## src/rtl/mem_bus_arbiter.sv

```systemverilog
// Two-port external bus arbiter: a fetch port and a data port share one
// request/acknowledge bus. The data port has priority, can lock the bus for
// itself, and every transfer is bounded by a timeout that returns an error.
module mem_bus_arbiter #(
  parameter int unsigned TIMEOUT_CYCLES = 255
) (
  input  logic        clk,
  input  logic        async_rst_n,

  // fetch port
  input  logic        if_req,
  input  logic [29:0] if_addr,
  output logic        if_ack,
  output logic [31:0] if_rdata,

  // data port
  input  logic        mem_req,
  input  logic [29:0] mem_addr,
  input  logic [31:0] mem_wdata,
  input  logic [3:0]  mem_mask,
  input  logic        memory_mode,
  input  logic        bus_lock,
  output logic        mem_ack,
  output logic [31:0] mem_rdata,

  // status
  output logic        bus_err,
  output logic        stall,

  // external bus
  output logic        bus_req,
  output logic        bus_we,
  output logic [29:0] bus_addr,
  output logic [31:0] bus_wdata,
  output logic [3:0]  bus_mask,
  input  logic        bus_ack,
  input  logic [31:0] bus_rdata
);

  typedef enum logic [1:0] {
    IDLE     = 2'd0,
    IF_BUSY  = 2'd1,
    MEM_BUSY = 2'd2
  } state_t;

  // Counter value at which an unanswered transfer is given up.
  localparam logic [7:0] TIMEOUT_LAST = 8'(TIMEOUT_CYCLES - 1);

  state_t      state_q, state_d;
  logic        lock_hold_q, lock_hold_d;
  logic        lock_req_q, lock_req_d;   // bus_lock captured at data grant
  logic [7:0]  wait_cnt_q, wait_cnt_d;

  logic        bus_req_d, bus_we_d;
  logic [29:0] bus_addr_d;
  logic [31:0] bus_wdata_d;
  logic [3:0]  bus_mask_d;
  logic        if_ack_d, mem_ack_d, bus_err_d;
  logic [31:0] if_rdata_d, mem_rdata_d;

  // Stall the pipeline while either port waits for its acknowledge.
  assign stall = (if_req & ~if_ack) | (mem_req & ~mem_ack);

  // Next-state and next-output logic for the arbitration FSM.
  always_comb begin
    // NOTE: every signal gets a default before the case statement so no path
    // leaves one unassigned, which would otherwise infer a latch.
    state_d     = state_q;
    lock_hold_d = lock_hold_q;
    lock_req_d  = lock_req_q;
    wait_cnt_d  = wait_cnt_q;
    bus_req_d   = bus_req;
    bus_we_d    = bus_we;
    bus_addr_d  = bus_addr;
    bus_wdata_d = bus_wdata;
    bus_mask_d  = bus_mask;
    if_ack_d    = 1'b0;
    mem_ack_d   = 1'b0;
    bus_err_d   = 1'b0;
    if_rdata_d  = if_rdata;
    mem_rdata_d = mem_rdata;

    unique case (state_q)
      IDLE: begin
        // A port whose ack is showing this cycle still holds its request
        // high; the ack term keeps it from being served twice.
        if (mem_req && !mem_ack) begin
          state_d     = MEM_BUSY;
          bus_req_d   = 1'b1;
          bus_we_d    = memory_mode;
          bus_addr_d  = mem_addr;
          bus_wdata_d = mem_wdata;
          bus_mask_d  = mem_mask;
          lock_req_d  = bus_lock;
          wait_cnt_d  = 8'd0;
        end else if (if_req && !if_ack && !lock_hold_q) begin
          state_d     = IF_BUSY;
          bus_req_d   = 1'b1;
          bus_we_d    = 1'b0;
          bus_addr_d  = if_addr;
          bus_wdata_d = 32'h0;
          bus_mask_d  = 4'b1111;
          wait_cnt_d  = 8'd0;
        end
      end

      IF_BUSY, MEM_BUSY: begin
        // A late bus_ack on the timeout cycle still wins over the abort.
        if (bus_ack) begin
          state_d   = IDLE;
          bus_req_d = 1'b0;
          if (state_q == MEM_BUSY) begin
            mem_ack_d   = 1'b1;
            mem_rdata_d = bus_rdata;
            lock_hold_d = lock_req_q;
          end else begin
            if_ack_d   = 1'b1;
            if_rdata_d = bus_rdata;
          end
        end else if (wait_cnt_q == TIMEOUT_LAST) begin
          state_d     = IDLE;
          bus_req_d   = 1'b0;
          bus_err_d   = 1'b1;
          lock_hold_d = 1'b0;
          if (state_q == MEM_BUSY) begin
            mem_ack_d   = 1'b1;
            mem_rdata_d = 32'h0;
          end else begin
            if_ack_d   = 1'b1;
            if_rdata_d = 32'h0;
          end
        end else begin
          wait_cnt_d = wait_cnt_q + 8'd1;
        end
      end

      default: begin
        state_d   = IDLE;
        bus_req_d = 1'b0;
      end
    endcase
  end

  // State and registered outputs; reset abandons any transfer without an ack.
  always_ff @(posedge clk or negedge async_rst_n) begin
    if (!async_rst_n) begin
      state_q     <= IDLE;
      lock_hold_q <= 1'b0;
      lock_req_q  <= 1'b0;
      wait_cnt_q  <= 8'd0;
      bus_req     <= 1'b0;
      bus_we      <= 1'b0;
      bus_addr    <= 30'h0;
      bus_wdata   <= 32'h0;
      bus_mask    <= 4'h0;
      if_ack      <= 1'b0;
      mem_ack     <= 1'b0;
      bus_err     <= 1'b0;
      if_rdata    <= 32'h0;
      mem_rdata   <= 32'h0;
    end else begin
      // NOTE: non-blocking assignments so every register samples the values
      // from before this edge, independent of statement order.
      state_q     <= state_d;
      lock_hold_q <= lock_hold_d;
      lock_req_q  <= lock_req_d;
      wait_cnt_q  <= wait_cnt_d;
      bus_req     <= bus_req_d;
      bus_we      <= bus_we_d;
      bus_addr    <= bus_addr_d;
      bus_wdata   <= bus_wdata_d;
      bus_mask    <= bus_mask_d;
      if_ack      <= if_ack_d;
      mem_ack     <= mem_ack_d;
      bus_err     <= bus_err_d;
      if_rdata    <= if_rdata_d;
      mem_rdata   <= mem_rdata_d;
    end
  end

endmodule

```

## config.mk

```make
export PLATFORM = sky130hd
export DESIGN_NAME = mem_bus_arbiter
export DESIGN_NICKNAME = d
export VERILOG_FILES = /design/src/rtl/mem_bus_arbiter.sv
export SDC_FILE = /design/constraint.sdc
export NUM_CORES = 1
export LEC_CHECK = 0
export ABC_CLOCK_PERIOD_IN_PS = 2300
export BUFFER_PORTS_ARGS = -buffer_cell sky130_fd_sc_hd__buf_2
export CAP_MARGIN = 10
export CELL_PAD_IN_SITES_DETAIL_PLACEMENT = 0
export CELL_PAD_IN_SITES_GLOBAL_PLACEMENT = 2
export CORE_MARGIN = 3
export CORE_UTILIZATION = 29
export CTS_CLUSTER_SIZE = 14
export DETAILED_ROUTE_END_ITERATION = 10
export GPL_TIMING_DRIVEN = 0
export PLACE_DENSITY = 0.84
export SYNTH_ARGS = -nofsm -noshare
export SYNTH_HDL_FRONTEND = slang
export SYNTH_SLANG_ARGS = --single-unit
export TNS_END_PERCENT = 100
```

## constraint.sdc

```tcl
create_clock -name clk -period 2.3 [get_ports clk]
set_input_delay 0.69 -clock clk [delete_from_list [all_inputs] [get_ports clk]]
set_output_delay 0.69 -clock clk [all_outputs]
set_load 0.005 [all_outputs]
```

Word level (Yosys, flattened, before mapping) --
Index checks and enable logic that the tools add are counted.
Storage, ports and cells: register bits 147, input port bits 135, output and inout bits 136, logic and storage cells 91
Cells by class: $add $sub $neg 1, equality and inequality tests 8, mux-type cells 44, bitwise logic cells 6, reduce and logical (&&, ||, !) cells 18
Operators by type and width (count):
- $mux W32 | 10
- $mux W30 | 2
- $mux W8 | 4
- $mux W1 | 19
- $pmux W8 S2 | 1
- $reduce_and A3 Y1 | 3
- $add A8 B1 Y8 const B | 1
- $eq A8 B8 Y1 const B | 1
- $mux W2 | 4
- $mux W4 | 2
- $ne A3 B3 Y1 const B | 2
- $reduce_and A2 Y1 | 3
- $reduce_bool A2 Y1 | 3
- $ne A2 B2 Y1 const B | 2
- $pmux W2 S2 | 1
- $reduce_and A4 Y1 | 1
- $logic_and A1 B1 Y1 | 3
- $logic_not A1 Y1 | 3
- $not A1 Y1 | 3
- $and A1 B1 Y1 | 2
- $eq A2 B1 Y1 const B | 1
- $eq A2 B2 Y1 const B | 1
- $logic_not A2 Y1 | 1
- $ne A2 B1 Y1 const B | 1
- 3 further kinds | 3

Logic depth before layout (Yosys ltp) --
Gate-level depths: netlist (run 1).
depth in word-level cells 6, depth in mapped cells 9, depth with buffers taken out 6

Least setup slack after synthesis (run 1) --
No wires, ideal clock.
path type input -> output, from input mem_req, to output stall, arrival 1282 ps, data required time 1610 ps, setup slack 328 ps, cell stages on the path 4, path buffers 2, cells stage by stage nand2b_1 > buf_2 > buf_2 > o21ai_0
On the way: cells in the longest elaborated chain, start to end 2
RTL lines:
- start: declaration | RTL line 17 | input logic mem_req,
- $and A1 B1 Y1 | RTL line 62 | assign stall = (if_req & ~if_ack) | (mem_req & ~mem_ack);
- $or A1 B1 Y1 | RTL line 62
- end: declaration | RTL line 28 | output logic stall,
Every way passes these cells.

Worst setup path after layout (run 1) --
from register state_q[0], to register if_rdata[17]
On the way: cells in the longest elaborated chain, start to end 3, elaborated cells between the ends (all ways) 5, those cells by class eq/ne: 2; bitwise: 1; reduce/logical: 2
RTL lines:
- start: declaration | RTL line 49 | state_t state_q, state_d;
- start signal: assignment | RTL line 164 | state_q <= state_d;
- $eq A2 B2 Y1 / $eq A2 B1 Y1 (equally long branches) | RTL line 83, 112, 125
- $reduce_or A2 Y1 / $not A1 Y1 (equally long branches)
- $reduce_and A3 Y1 (no line) (*)
- end signal: assignment | RTL line 176 | if_rdata <= if_rdata_d;
- end: declaration | RTL line 14 | output logic [31:0] if_rdata,
Mark *: on every way between the ends. The rest lies on a longest branch, timed or not. A chain may end at the register's enable or synchronous reset.

==> impl_metrics.ini, run 1 <==
[synth]
synthFlopType = dfrtp_1
synth_seq_cells = 147
synthMostInstantiatedCell = dfrtp_1
synthesis.area_mm2 = 0.00622
synth_edf_count = 0
ys_seq_area_share_pct = 59.2
synth_largest_area_cell = dfrtp_1
synth_top_cells_by_area = dfrtp_1, mux2_2, mux2_1, mux2i_1, a22o_1
syn_avg_cell_area_um2 = 12.8
synthesis.nets = 626
ys.warnings.count = 0
synth_top_area_share_pct = 59.2
synth_cell_type_count = 38
yosys-top-cells-count = dfrtp_1, nand2_1, o21ai_0
async_flop_share_pct = 100
post_synth_inst_count = 487

[detailed_routing]
wire_per_inst_um = 16.2
post-route-drc-count = 0
wl_um = 17200
highest_layer = met4
ant_nets = 0
wl_met3_um = 892
wl_met1_um = 7120
routed-via-count = 4765
drtPass1Iterations = 4
viasPerCell = 4.50
met2_length_um = 8900
drtIter0Drc = 148

[global_routing]
antenna_found_initial = 1
grt_pass1_wl_um = 27400
groute.usage.overall_pct = 14.5
grt_overflow_total = 0
grt_max_degree = 85
grt_pass1_vias = 4888

[timing]
max_slew.worst_pin.slew_ps = 767
clock_skew_ps = 8.02
finalHoldViolCount = 0
setup_violations = 0
rsz0062_at_grt = false
max_freq_mhz = 465
fin_crit_ps = 2150
maxSlewViolCount = 0
max_slew_margin_pct = 48.3
period_share_pct = 93.5

[floorplan]
ios = 271
die_x_um = 152
core-area_mm2 = 0.0206
die_h_um = 152
die_area_mm2 = 0.0232
fp-row-count = 52
initial_core_util_pct = 30.1

[finish]
nets = 915
synthToLayoutAreaGrowth_pct = 37.5
num-fill-cells = 2031
drive_above_1_share_pct = 47.0
layout.cells.non_filler = 1060

[flow_run]
maxCapViolations = 0

[critical_path]
slowest_stage = dfrtp_1
endpoint_kind = flop
path_cells = inv_1, ha_1, buf_2, nand4_1, o21ai_2, and2b_1, buf_4, buf_6, mux2_1
worstPathRequired_ps = 2590
critical-path-max-stage-delay_ps = 350
worstSetupPathType = reg -> reg
r2r_setup_slack_ps = 150
start_kind = flop
cp.arrival_ps = 2440
cp_max_fo = 10

[cts]
postCtsHoldBufs = 0
clk_latency_ps = 410
post-cts-setup-buffers = 0
cts_buffer_depth = 2
clock-sinks = 147
clk_pin_slew_ps = 70
cts-resized-gates = 2
ctsHtreeMaxLevel = 4
numCtsBuffers = 17
cts_root_buf = clkbuf_16
cts_tree = done

[pwr]
power_w = 0.0117
swShare_pct = 35.1
comb_power_share_pct = 38.4
pwr-share-seq_pct = 37.1
internal_power_w = 0.00757
p_leak_nw = 4.51
power.density_mw_per_mm2 = 1360
ir_drop_mv = 0.569
power.switching_w = 0.00409
clockPowerShare_pct = 24.6

[placed_design]
dp_hpwl_um = 12900
dp_cells = 1028
place_congestion = 0.743
portBuffers = 270

[hold_path]
hold_class = in -> async

[run_status]
outcome = finished clean
-- registers in the layout, indices dropped and copies added, names as in the netlist, 2 cells and up --
signal,cells
bus_addr,30
bus_mask,4
bus_wdata,32
if_rdata,32
mem_rdata,32
state_q,2
wait_cnt_q,8
-- worst paths after layout --
check / endpoint / cells past startpoint / startpoint
setup / recovery: if_rdata[17] / 9 / state_q[0]
hold / removal: if_rdata[14] / 1 / async_rst_n
setup reg to reg: if_rdata[17] / 9 / state_q[0]
hold reg to reg: bus_addr[6] / 2 / bus_addr[6]
max in group asynchronous: bus_addr[20] / 2 / async_rst_n
min in group clk: bus_addr[6] / 2 / bus_addr[6]
-- layout make-up --
class	instances	area, um^2	share of cell area, %
diodes	1	2.50	0.0293
multi-input cells	300	2310	27.1
flip-flops and latches	147	3680	43.0
well taps	270	338	3.95
inverters	8	30.0	0.351
repair buffers	271	1390	16.2
clock inverters	15	180	2.11
clock buffers	17	425	4.98
plain buffers	31	193	2.25
-- worst max-delay path: cells and delay by family (launching register included) --
family                   cells  cell delay (ps)
AO/OA/AOI/OAI                1              190
AND/OR/NAND/NOR              2              280
flip-flops                   1              350
buffers and inverters        4              600
multiplexers                 1              340
adder cells (fa/ha/maj)      1              270
-- cells in the final DEF, fill, tap and decap left out, drive strengths merged --
cell type and instances:
a31o 2, o311ai 1, diode 1, and4bb 1, or3b 1, ha 4, clkbuf 27, o21ai 41
and2 33, or2 2, bufinv 2, o31a 2, clkinvlp 3, and3b 1, nand2b 3, inv 18
nor2b 3, buf 292, nand4 2, dfrtp 147, nand3b 3, nand3 5, a21o 2, nor4b 1
a211oi 1, a22o 33, mux2 64, nand2 44, and2b 1, nor2 6, a21oi 6, nor3b 1
o22a 4, o221ai 3, mux2i 30
-- metrics by stage --
step | utilization (%) | instance area (um^2) | hold WS (ps) | setup WS, ps | TNS (ps)
CTS | 41.5 | 8550 | 362 | 20.9 | 0
global route | 41.4 | 8550 | 390 | 19.7 | 0
finish | 41.4 | 8550 | 336 | 149 | 0
global placement | 38.3 | 7910 | 456 | -1810 | -264230
floorplan | - | 6220 | 394 | 328 | 0
detailed placement | 38.5 | 7940 | 466 | -122 | -136
-- metal layers --
metal  vias to the layer above  track usage, %
li1                       2288               -
met1                      2340            17.7
met2                       124            25.1
met3                        13            3.92
met4                         0            4.67
met5                         -               0
-- power by group through the flow --
stage               Combinational (W)  Sequential (W)  Clock (W)
global placement              0.00455         0.00431          0
CTS                           0.00460         0.00432    0.00296
finish                        0.00447         0.00432    0.00286
detailed placement            0.00460         0.00434          0
floorplan                     0.00243         0.00443          0
global route                  0.00499         0.00447    0.00308
-- logic make-up after synthesis --
group           share of synthesized area [%]
buf+inv                                  3.60
flops                                    59.2
compound gates                           10.9
simple gates                             9.12
fa+ha+maj                               0.805
mux                                      16.4
No activity file was read; power rests on OpenSTA's default activity.
==> run 2: changes to the inputs <==
==> config.mk (replaced) <==
export PLATFORM = sky130hd
export DESIGN_NAME = mem_bus_arbiter
export DESIGN_NICKNAME = d
export VERILOG_FILES = /design/src/rtl/mem_bus_arbiter.sv
export SDC_FILE = /design/constraint.sdc
export NUM_CORES = 1
export LEC_CHECK = 0
export ABC_CLOCK_PERIOD_IN_PS = 2300
export CAP_MARGIN = 10
export CORE_MARGIN = 3
export CORE_UTILIZATION = 30
export CTS_CLUSTER_SIZE = 14
export DETAILED_ROUTE_END_ITERATION = 10
export DONT_BUFFER_PORTS = 1
export GPL_TIMING_DRIVEN = 0
export PLACE_DENSITY = 0.49
export SYNTH_ARGS = -nofsm -noshare
export SYNTH_HDL_FRONTEND = slang
export SYNTH_SLANG_ARGS = --single-unit
export TNS_END_PERCENT = 100
==> run 2 against run 1 <==
Against the previous run: the run now ends with negative hold slack left; global-route usage down 1.0 points; die area down 3.2%; critical path depth down 5; design area down 15%; clock power up 9.8%; setup slack worse by 22 ps; non-clock buffer count down 270; final cell count down 26%; maximum frequency down 1.0%; wire length down 9.7%; core utilization down 5.8 points; highest routed layer unchanged.
==> impl_metrics.ini, run 2 (synthesized netlist as in run 1, its figures left out) <==
[run_status]
outcome = finished with violations
violations = negative hold slack

[timing]
fin_crit_ps = 2170
finalHoldViolCount = 96
period_share_pct = 94.5
whs_ps = -29.3
rsz0062_at_grt = false
setup_tns_ps = 0
max_slew_margin_pct = 53.9
setup_violations = 0
maxSlewViolCount = 0
max_slew.worst_pin.slew_ps = 684
clock_skew_ps = 9.58
max_freq_mhz = 460

[cts]
cts_tree = done
clock-sinks = 147
clk_latency_ps = 420
cts_root_buf = clkbuf_16
cts_buffer_depth = 2
clk_pin_slew_ps = 60
numCtsBuffers = 17
ctsHtreeMaxLevel = 4
post-cts-setup-buffers = 0

[finish]
fin_area_mm2 = 0.00724
final_common_cell = dfrtp_1
insertedDiodeCount = 0
num-fill-cells = 2016
synthToLayoutAreaGrowth_pct = 16.4
nets = 645
drive_above_1_share_pct = 19.1
reg_top3 = bus_wdata (32), if_rdata (32), mem_rdata (32)
final_cell_mix = dfrtp_1, nand2_1, o21ai_0
layout.cells.non_filler = 788

[critical_path]
cp_max_fo = 10
path_cells = nand2b_1, clkbuf_4, buf_6, o21ai_0
critical-path-max-stage-delay_ps = 430
path_delay_family = flip-flops
path_buf_inv = 2
endpoint_kind = output port
slowest_stage = dfrtp_1
worstPathRequired_ps = 1610
start_kind = flop
cp.arrival_ps = 1480
worstSetupPathType = reg -> out

[placed_design]
portBuffers = 0
place_congestion = 0.745
dp_cells = 757
placed_cell_area_mm2 = 0.00655
dp_hpwl_um = 11400

[detailed_routing]
wl_met3_um = 900
routed-via-count = 3878
drtPass1Iterations = 4
wl_um = 15500
highest_layer = met4
ant_nets = 0
met2_length_um = 8220
post-route-drc-count = 0
viasPerCell = 4.92
wl_met1_um = 6130
wire_per_inst_um = 19.6
drtIter0Drc = 161

[pwr]
ir_drop_mv = 0.425
p_leak_nw = 3.39
power.density_mw_per_mm2 = 1510

[global_routing]
grt_pass1_wl_um = 23600
groute.usage.overall_pct = 13.5
grt_pass1_vias = 4191
grt_max_degree = 148
antenna_found_initial = 0
grt_overflow_total = 0

[floorplan]
die_x_um = 150
die_h_um = 150
core-area_mm2 = 0.0203
fp-row-count = 52
die_area_mm2 = 0.0225
initial_core_util_pct = 30.6
ios = 271

[hold_path]
hold_class = in -> async

[flow_run]
maxCapViolations = 0
==> run 2: changes by cell type in the layout (fill, tap and decap cells not counted) <==
| cell | change |
|---|---|
| buf_2 | -270 |
| bufinv_16 | +4 |
| inv_6 | -4 |
| inv_8 | -4 |
| clkbuf_4 | +2 |
| clkinv_4 | +2 |
| clkinvlp_4 | -2 |
| buf_16 | -1 |
| buf_4 | -1 |
| clkbuf_1 | +1 |
| clkbuf_8 | +1 |
| clkinv_2 | +1 |
| diode_2 | -1 |
==> run 2: timing repair <==
| action | CTS | global route |
|---|---|---|
| setup endpoints to repair | 1 | 37 |
| gates resized for setup | 2 | 4 |
| hold endpoints to repair | 147 | 147 |
| cloned | 0 | 0 |
==> run 2: per-stage QoR <==
stage,setup slack [ps],total power [W],util (%)
2_1_floorplan,328,0.00686,-
3_3_place_gp,167,0.00773,32.3
3_5_place_dp,103,0.00789,32.3
4_1_cts,44.0,0.0111,35.6
5_1_grt,5.28,0.0117,35.7
6_report,126,0.0109,35.7
==> run 2: final timing paths <==
kind | startpoint | to | slack, ps | depth (start not counted)
setup / recovery | mem_ack | stall | 130 | 4
hold / removal | async_rst_n | mem_rdata[12] | -30 | 0
setup reg to reg | state_q[0] | if_rdata[26] | 150 | 9
hold reg to reg | lock_req_q | lock_req_q | 480 | 2
max in group asynchronous | async_rst_n | bus_addr[24] | 2120 | 0
min in group clk | bus_lock | lock_req_q | 380 | 2
==> run 2: layout make-up <==
class	instances	area, um^2	share of cell area [%]
sequential	147	3680	50.8
multi-input combinational	300	2310	32.0
clock buffer	19	443	6.12
tap	270	338	4.67
clock inverter	12	228	3.15
buffer	32	206	2.85
inverter	8	30.0	0.415
==> run 2: layer usage <==
metal	vias up	track usage, %
met3	15	3.39
li1	1755	-
met1	1967	16.0
met5	-	0
met2	141	23.6
met4	0	5.08
==> run 2: power by group <==
group	internal, W	switching (W)
combinational	0.00142	0.00158
sequential	0.00376	0.00101
clock	0.00207	0.00108
==> run 2: worst reg2reg max path: cells and delay by family, from the launching register on <==
| family | cells | cell delay, ps |
|---|---|---|
| adders and majority gates | 1 | 270 |
| and+or+nand+nor | 2 | 280 |
| DFF | 1 | 350 |
| AOI/OAI and AO/OA | 1 | 200 |
| buffers and inverters | 4 | 600 |
| muxes | 1 | 340 |
==> run 3: changes to the inputs <==
--- a/config.mk
+++ b/config.mk
@@ -5,6 +5,7 @@
 export SDC_FILE = /design/constraint.sdc
 export NUM_CORES = 1
 export LEC_CHECK = 0
+export ABC_AREA = 1
 export ABC_CLOCK_PERIOD_IN_PS = 2300
 export CAP_MARGIN = 10
 export CORE_MARGIN = 3
==> run 3 against run 2 <==
Against the previous run: the flow still finishes with violations (negative hold slack); sequential share of layout area rose by 0.69 points; largest cell class unchanged; highest routed layer unchanged; final cell count increased by 15%; clock-buffer cell count unchanged; flip-flop and latch count did not move; critical endpoint unchanged; hold slack worse by 2.9 ps; setup slack improved by 98 ps.
==> impl_metrics.ini, run 3 <==
[run_status]
outcome = finished with violations
violations = negative hold slack

[cts]
cts_root_buf = clkbuf_16
ctsHtreeMaxLevel = 4
clk_latency_ps = 420
clock-sinks = 147
cts-resized-gates = 0
numCtsBuffers = 17
cts_buffer_depth = 2
post-cts-setup-buffers = 0
cts_tree = done
clk_pin_slew_ps = 60

[finish]
insertedDiodeCount = 0
nets = 767
drive_above_1_share_pct = 15.3
num-fill-cells = 1973
reg_top3 = bus_wdata (32), if_rdata (32), mem_rdata (32)
final_cell_mix = nand2_1, dfrtp_1, nor2_1
final_common_cell = nand2_1
synthToLayoutAreaGrowth_pct = 16.3

[hold_path]
hold_class = in -> async

[critical_path]
endpoint_kind = output port
cp.arrival_ps = 1390
critical-path-max-stage-delay_ps = 410
worstSetupPathType = reg -> out
start_kind = flop
path_delay_family = simple AND/OR/NAND/NOR gates
cp_max_fo = 17
path_buf_inv = 1
worstPathRequired_ps = 1610
path_cells = inv_1, nand2_2, nand2_1
slowest_stage = dfrtp_1

[floorplan]
initial_core_util_pct = 31.0
fp-row-count = 51
core-area_mm2 = 0.0198
ios = 271
die_h_um = 149
die_x_um = 149
die_area_mm2 = 0.0222

[timing]
setup_tns_ps = 0
fin_crit_ps = 2080
period_share_pct = 90.3
rsz0062_at_grt = false
whs_ps = -32.1
finalHoldViolCount = 56
maxSlewViolCount = 0
setup_violations = 0
max_slew_margin_pct = 58.9
max_freq_mhz = 482
max_slew.worst_pin.slew_ps = 616
clock_skew_ps = 6.57

[pwr]
ir_drop_mv = 0.514
p_leak_nw = 3.29
power.density_mw_per_mm2 = 1470

[synth]
ys.warnings.count = 0
synth_top_cells_by_area = dfrtp_1, nand2_1, o21ai_2, a22o_1, nor2_1
yosys.area_share.simple_pct = 16.5
synthMostInstantiatedCell = nand2_1
post_synth_inst_count = 610
synth.area.mux_share_pct = 0
synth_largest_area_cell = dfrtp_1
synthesis.nets = 749
synth_top_area_share_pct = 59.9
synth_fa_ha_area_share_pct = 0.815
synth_cell_type_count = 24
synthesis.area_mm2 = 0.00614
synthFlopType = dfrtp_1
async_flop_share_pct = 100
synth_xor_area_share_pct = 0
ys_seq_area_share_pct = 59.9
synth_top_family_by_area = compound AO/OA/AOI/OAI gates
synth_edf_count = 0
yosys-top-cells-count = nand2_1, dfrtp_1, nor2_1
synth_seq_cells = 147
synth_compound_area_share_pct = 17.6
syn_avg_cell_area_um2 = 10.1

[placed_design]
dp_hpwl_um = 13000
portBuffers = 0
place_congestion = 0.760

[global_routing]
grt_max_degree = 148
groute.usage.overall_pct = 15.2
grt_overflow_total = 0
grt_pass1_vias = 4671
grt_pass1_wl_um = 26400
antenna_found_initial = 0

[detailed_routing]
routed-via-count = 4494
viasPerCell = 4.96
drtPass1Iterations = 4
wl_um = 17300
drtIter0Drc = 164
wire_per_inst_um = 19.1
ant_nets = 0
post-route-drc-count = 0

[flow_run]
maxCapViolations = 0
## run 3: cell types whose count changed in the layout (fill, tap and decap cells not counted), moves of 29 or more
cell | previous run | this run
and2_1 | 33 | 0
mux2_1 | 29 | 0
mux2_2 | 35 | 0
mux2i_1 | 30 | 0
nand2_1 | 43 | 171
nor2_1 | 6 | 66
o21ai_0 | 40 | 11
o21ai_2 | 1 | 37
o31ai_1 | 0 | 30
## run 3: per-stage QoR
step | setup slack (ps) | utilization (%) | std cells | total power (W) | cell area (um^2)
5_1_grt | 133 | 36.1 | 906 | 0.0112 | 7140
3_5_place_dp | 69.0 | 32.7 | 875 | 0.00749 | 6470
6_report | 224 | 36.1 | 906 | 0.0105 | 7140
2_1_floorplan | 428 | - | 610 | 0.00651 | 6140
3_3_place_gp | 67.0 | 32.7 | 875 | 0.00737 | 6470
4_1_cts | 197 | 36.1 | 906 | 0.0107 | 7140
## run 3: final timing paths
check                            startpoint             to  slack (ps)  cells past startpoint
worst max-delay path                mem_ack          stall         220                      3
worst min-delay path            async_rst_n    bus_addr[5]         -30                      0
worst max register to register      mem_ack  bus_wdata[29]         370                      5
worst min register to register   state_q[0]     state_q[0]         490                      2
max in group asynchronous       async_rst_n   mem_rdata[5]        2130                      0
min in group clk                   bus_lock     lock_req_q         400                      2
## run 3: final cells by class
class                      count  area [um^2]  share of cell area, %
clock buffer                  19          453                   6.34
buffer                        38          239                   3.35
sequential                   147         3680                   51.5
inverter                      20         75.1                   1.05
multi-input combinational    404         2140                   30.0
tap                          265          332                   4.64
clock inverter                13          218                   3.05
## run 3: layer usage
layer	global-route usage (%)	part of all wire (%)	vias to the layer above
met5	0	0	-
met4	4.62	0.95	0
met3	7.90	13	13
met2	24.9	48	223
met1	17.3	38	2180
li1	-	-	2078
## run 3: logic make-up after synthesis
group,after synthesis
AND/OR/NAND/NOR,256
buffers and inverters,59
AO/OA/AOI/OAI,144
flip-flops,147
adder cells (fa/ha/maj),4
## run 3: where the power goes
part           total (W)  switching (W)  internal [W]  leakage (nW)
logic            0.00269        0.00161       0.00108          1.09
registers        0.00470        0.00101       0.00369          1.88
clock network    0.00314        0.00113       0.00200         0.322
total             0.0105        0.00376       0.00677          3.29
## run 3: worst register-to-register path, cell delays in order (launching register included)
cell and delay, ps:
dfrtp_1 410, inv_1 80, nand2_2 250, nor2_2 480, clkbuf_1 430, a22o_1 230
